--- config.mk ---
export PLATFORM = sky130hd
export DESIGN_NAME = repll_request
export DESIGN_NICKNAME = d
export VERILOG_FILES = /design/src/rtl/repll_request.sv
export SDC_FILE = /design/constraint.sdc
export NUM_CORES = 1
export LEC_CHECK = 0
export CORE_AREA = 4 4 76 106
export CTS_BUF_LIST = sky130_fd_sc_hd__clkbuf_8
export DETAILED_ROUTE_END_ITERATION = 10
export DIE_AREA = 0 0 80 110
export PLACE_DENSITY = 0.68
export SLEW_MARGIN = 20
export SYNTH_ARGS = -nofsm -noshare
export SYNTH_HDL_FRONTEND = slang
export SYNTH_SLANG_ARGS = --single-unit
--- constraint.sdc ---
create_clock -name clock_ctr -period 2.65 [get_ports clock_ctr]
set_input_delay 0.3975 -clock clock_ctr [delete_from_list [all_inputs] [get_ports clock_ctr]]
set_output_delay 0.3975 -clock clock_ctr [all_outputs]
set_load 0.005 [all_outputs]
--- src/rtl/repll_request.sv ---
// PLL reconfiguration request sequencer. Accepts a multiply/divide factor request, pulses the
// reconfiguration controller, waits for it to start and finish, then waits for a stable PLL lock
// and reports the result with a one-cycle done pulse and a held status code.
module repll_request #(
  parameter logic [7:0]  START_TIMEOUT = 8'd255,
  parameter logic [15:0] LOCK_TIMEOUT  = 16'd50000,
  parameter logic [3:0]  LOCK_STABLE   = 4'd4,
  parameter logic [7:0]  M_RESET       = 8'd1,
  parameter logic [7:0]  D_RESET       = 8'd1
) (
  input  logic       clock_ctr,
  input  logic       sys_reset,
  input  logic       req_valid,
  input  logic [7:0] req_mult,
  input  logic [7:0] req_div,
  output logic       req_ready,
  output logic [7:0] MultiFactor,
  output logic [7:0] DividFactor,
  output logic       trigger,
  input  logic       busy_ctr,
  input  logic       pll_locked,
  output logic       done,
  output logic [1:0] status
);

  typedef enum logic [2:0] {
    StIdle,
    StTrig,
    StWaitBusy,
    StWaitIdle,
    StWaitLock,
    StReport
  } state_e;

  localparam logic [1:0] StatusOk           = 2'b00;
  localparam logic [1:0] StatusRejected     = 2'b01;
  localparam logic [1:0] StatusLockTimeout  = 2'b10;
  localparam logic [1:0] StatusStartTimeout = 2'b11;

  state_e      state_q, state_d;
  logic [7:0]  mult_q, mult_d;
  logic [7:0]  div_q, div_d;
  logic [1:0]  status_q, status_d;
  logic [7:0]  start_cnt_q, start_cnt_d;
  logic [15:0] lock_cnt_q, lock_cnt_d;
  logic [3:0]  stable_cnt_q, stable_cnt_d;
  logic        ready_q, trigger_q, done_q;

  // Saturating increments; stable_inc also folds in the clear-on-unlock rule.
  logic [7:0]  start_inc;
  logic [15:0] lock_inc;
  logic [3:0]  stable_inc;

  // Next-state, factor, status and counter logic.
  always_comb begin
    state_d      = state_q;
    mult_d       = mult_q;
    div_d        = div_q;
    status_d     = status_q;
    start_cnt_d  = start_cnt_q;
    lock_cnt_d   = lock_cnt_q;
    stable_cnt_d = stable_cnt_q;
    start_inc    = (start_cnt_q == 8'hFF) ? start_cnt_q : start_cnt_q + 8'd1;
    lock_inc     = (lock_cnt_q == 16'hFFFF) ? lock_cnt_q : lock_cnt_q + 16'd1;
    stable_inc   = 4'd0;
    if (pll_locked) begin
      stable_inc = (stable_cnt_q == 4'hF) ? stable_cnt_q : stable_cnt_q + 4'd1;
    end

    unique case (state_q)
      StIdle: begin
        if (req_valid && ready_q) begin
          if ((req_mult == 8'd0) || (req_div == 8'd0)) begin
            status_d = StatusRejected;
            state_d  = StReport;
          end else begin
            mult_d  = req_mult;
            div_d   = req_div;
            state_d = StTrig;
          end
        end
      end
      StTrig: begin
        start_cnt_d = 8'd0;
        state_d     = StWaitBusy;
      end
      StWaitBusy: begin
        if (busy_ctr) begin
          state_d = StWaitIdle;
        end else begin
          start_cnt_d = start_inc;
          if (start_inc >= START_TIMEOUT) begin
            status_d = StatusStartTimeout;
            state_d  = StReport;
          end
        end
      end
      StWaitIdle: begin
        // The controller may take arbitrarily long once it has started.
        if (!busy_ctr) begin
          lock_cnt_d   = 16'd0;
          stable_cnt_d = 4'd0;
          state_d      = StWaitLock;
        end
      end
      StWaitLock: begin
        stable_cnt_d = stable_inc;
        lock_cnt_d   = lock_inc;
        // A lock that completes on the timeout cycle still counts as success.
        if (stable_inc >= LOCK_STABLE) begin
          status_d = StatusOk;
          state_d  = StReport;
        end else if (lock_inc >= LOCK_TIMEOUT) begin
          status_d = StatusLockTimeout;
          state_d  = StReport;
        end
      end
      StReport: begin
        state_d = StIdle;
      end
      default: begin
        state_d = StIdle;
      end
    endcase
  end

  // State, data and registered output flops with synchronous reset.
  always_ff @(posedge clock_ctr) begin
    if (sys_reset) begin
      state_q      <= StIdle;
      mult_q       <= M_RESET;
      div_q        <= D_RESET;
      status_q     <= StatusOk;
      start_cnt_q  <= 8'd0;
      lock_cnt_q   <= 16'd0;
      stable_cnt_q <= 4'd0;
      ready_q      <= 1'b1;
      trigger_q    <= 1'b0;
      done_q       <= 1'b0;
    end else begin
      state_q      <= state_d;
      mult_q       <= mult_d;
      div_q        <= div_d;
      status_q     <= status_d;
      start_cnt_q  <= start_cnt_d;
      lock_cnt_q   <= lock_cnt_d;
      stable_cnt_q <= stable_cnt_d;
      // Strobes decoded from the next state so they line up with the state register.
      ready_q      <= (state_d == StIdle);
      trigger_q    <= (state_d == StTrig);
      done_q       <= (state_d == StReport);
    end
  end

  assign req_ready   = ready_q;
  assign MultiFactor = mult_q;
  assign DividFactor = div_q;
  assign trigger     = trigger_q;
  assign done        = done_q;
  assign status      = status_q;

endmodule

==> impl_metrics.ini <==
[power]
p_leak_nw = 1.23
powerDensity_nw_per_um2 = 448
finalPower_mw = 1.54
irDropWorstVdd_v = 0.000247

[cells_and_area]
stdcell_count = 478
drive_gt1_share_pct = 8.88
fillers = 709
area_delta_synth_final_pct = 20.2
post-route-util_pct = 48.7
num_antenna_cells = 0
fin_nets = 406

[timing]
setup_slack_ps = 352
drv_slew = 0
finalSetupTns_ps = 0
rsz0062_at_grt = false
max_slew_margin_pct = 70.9
fin_skew_ps = 11.0
worstMarginPinSlew_ps = 434
final-setup-viol-count = 0
period_needed_ps = 2300
max_freq_mhz = 435
fin_crit_sh_pct = 86.7
hold_viol = 0

[placement]
dp_slack_ps = 310
place_congestion = 0.862
place_hpwl_um = 5130
placed_cells = 470
port_buffers = 41

[detailed_routing]
vias = 2649
vias_per_cell = 5.54
first_pass_iters = 4
wirelength_um = 6840
drcViolationCount = 0
wl_per_cell_um = 14.3
ant_nets = 0
dr.first_iter.drc_count = 241

[clock_tree]
insertion_delay_ps = 300
cts_buffers = 5
clk_pin_slew_ps = 100
clock_path_buffers = 2
postCtsHoldBufs = 0
cts_tree = done
clkSinkCount = 52
post-cts-setup-buffers = 0
cts-root-buf = clkbuf_8
cts_resized = 0
ctsHtreeMaxLevel = 2

[setup_path]
timing.rr.start = lock_cnt_q[0]$_SDFFE_PP0P_
cp-startpoint = lock_cnt_q[0]$_SDFFE_PP0P_
rr_worst_depth = 8
r2r_slack_ps = 350
cp-start-kind = flip-flop
cp.required_ps = 2840
reg2reg_to = trigger$_SDFF_PP0_
arrival_ps = 2490
cp-end-kind = flip-flop
crit_type = flip-flop to flip-flop
critPathMaxFanout = 8

[global_route]
grt_pass1_wl_um = 11700
antenna_found_initial = 0
grt_pass1_vias = 2514
grt_use_total_pct = 16.5
grt_max_degree = 48
grt-ovfl-total = 0

[floorplanning]
die_w_um = 80
initial_core_util_pct = 40.5
dieArea_um2 = 8800
rows = 36
core_region_area_um2 = 7030
chipHeight_um = 110
pin_count = 42

[worst_hold_path]
min_from = MultiFactor[0]$_SDFFE_PP1P_
hold_end = MultiFactor[0]$_SDFFE_PP1P_
min_path_cells = 1
hold_path_class = flip-flop to flip-flop

[logic_synthesis]
post-synth-top-area-cell = dfxtp_1
synthTopCellsByArea = dfxtp_1, nor2_1, mux2i_1
netlist_area_um2 = 2850
ys_ff_latch = 52
yosysWarningCount = 0
ys_types = 63
synth_ff_type = dfxtp_1
synthArstFlopShare_pct = 0
syn_nets = 368
synth-edff-count = 0
syn_inst = 344
syn_avg_cell_area_um2 = 8.28
ys_seq_area_share_pct = 36.5
synth_top_area_share_pct = 36.5

[outcome]
status = complete, no violations

[flow_run]
drv_cap = 0
[layout make-up]
type                    instances  area [um2]  area share (%)
multi-input cells             269        1680            49.0
clock buffers                   5        68.8            2.01
repair buffers                 48         475            13.9
flip-flops and latches         52        1040            30.4
inverters                       6        22.5           0.658
well taps                      95         119            3.47
clock inverters                 3        20.0           0.585
[kinds of logic after synthesis]
logic type | Yosys count | share of synthesized area (%)
compound gates | 87 | 20.9
xor+xnor | 2 | 0.615
fa+ha+maj | 3 | 1.32
buf+inv | 23 | 4.57
flops | 52 | 36.5
mux | 17 | 6.02
simple gates | 160 | 30.0
[cells in the final DEF (no fill, tap or decap), types with 6 or more instances in the layout]
cell type        count
mux2i_1             16
nand4_1              8
nor2_1              51
a211oi_1             8
inv_1                7
buf_4                6
dfxtp_1             52
nand3_1             14
and4_1               6
o21ai_0             14
nand2_1             29
nor3_1              10
a31oi_1              9
a21oi_1             23
clkdlybuf4s50_1     41
[critical path: stages, from the launching register on]
cell and delay, ps:
dfxtp_1 450, ha_1 260, nand3_2 210, nor2_2 300, a31oi_4 150, nor4_4 320
a211oi_2 140, nor3_2 290, nor4_2 60
[stage by stage]
step / hold slack, ps / area, um2
floorplan: 461 / 2850
global placement: 446 / 3340
detailed placement: 448 / 3340
CTS: 472 / 3420
global route: 486 / 3420
finish: 466 / 3420
[synthesized netlist by cell type (3+ instances only)]
library cell and n:
nor3_1 10, o21ai_0 14, o211ai_1 4, nor2_1 51
and3_1 5, mux2i_1 16, o22ai_1 3, dfxtp_1 52
nand3b_1 4, buf_2 3, ha_1 3, inv_1 6
a21oi_1 23, a31oi_1 9, nand3_1 14, buf_4 4
a22oi_1 4, nand2b_1 3, nand4_1 8, nor2b_1 5
clkbuf_1 5, a211oi_1 8, and2_1 5, or2_2 3
nor4_1 4, nand2_1 29, and4_1 6
[worst max path at each step]
stage / endpoint / slack, ps / depth (start not counted)
after floorplan: done$_SDFF_PP0_ / 580 / 9
after global placement: status[1]$_SDFFE_PP0P_ / 360 / 7
after detailed placement: status[1]$_SDFFE_PP0P_ / 310 / 7
after CTS: done$_SDFF_PP0_ / 370 / 8
after global routing: trigger$_SDFF_PP0_ / 170 / 8
final: trigger$_SDFF_PP0_ / 350 / 8
[layer usage]
layer / track usage, % / vias to the layer above / wire, um
met5: 0 / - / 0
met4: 5.80 / 0 / 91
met3: 2.36 / 6 / 186
met2: 30.9 / 44 / 3670
met1: 18.9 / 1255 / 2890
li1: - / 1344 / -
[power breakdown]
group	switching, mW	leakage [nW]	internal [mW]
combinational	0.112	0.762	0.138
clock	0.263	0.0455	0.185
sequential	0.0226	0.422	0.815
total	0.398	1.23	1.14
[sequential cells by signal, indices dropped and copies added (netlist names)]
signal / count
trigger: 1
done: 1
stable_cnt_q: 4
req_ready: 1
start_cnt_q: 8
lock_cnt_q: 16
status: 2
DividFactor: 8
MultiFactor: 8
state_q: 3
Note: power is estimated with default switching activity, not from simulation.
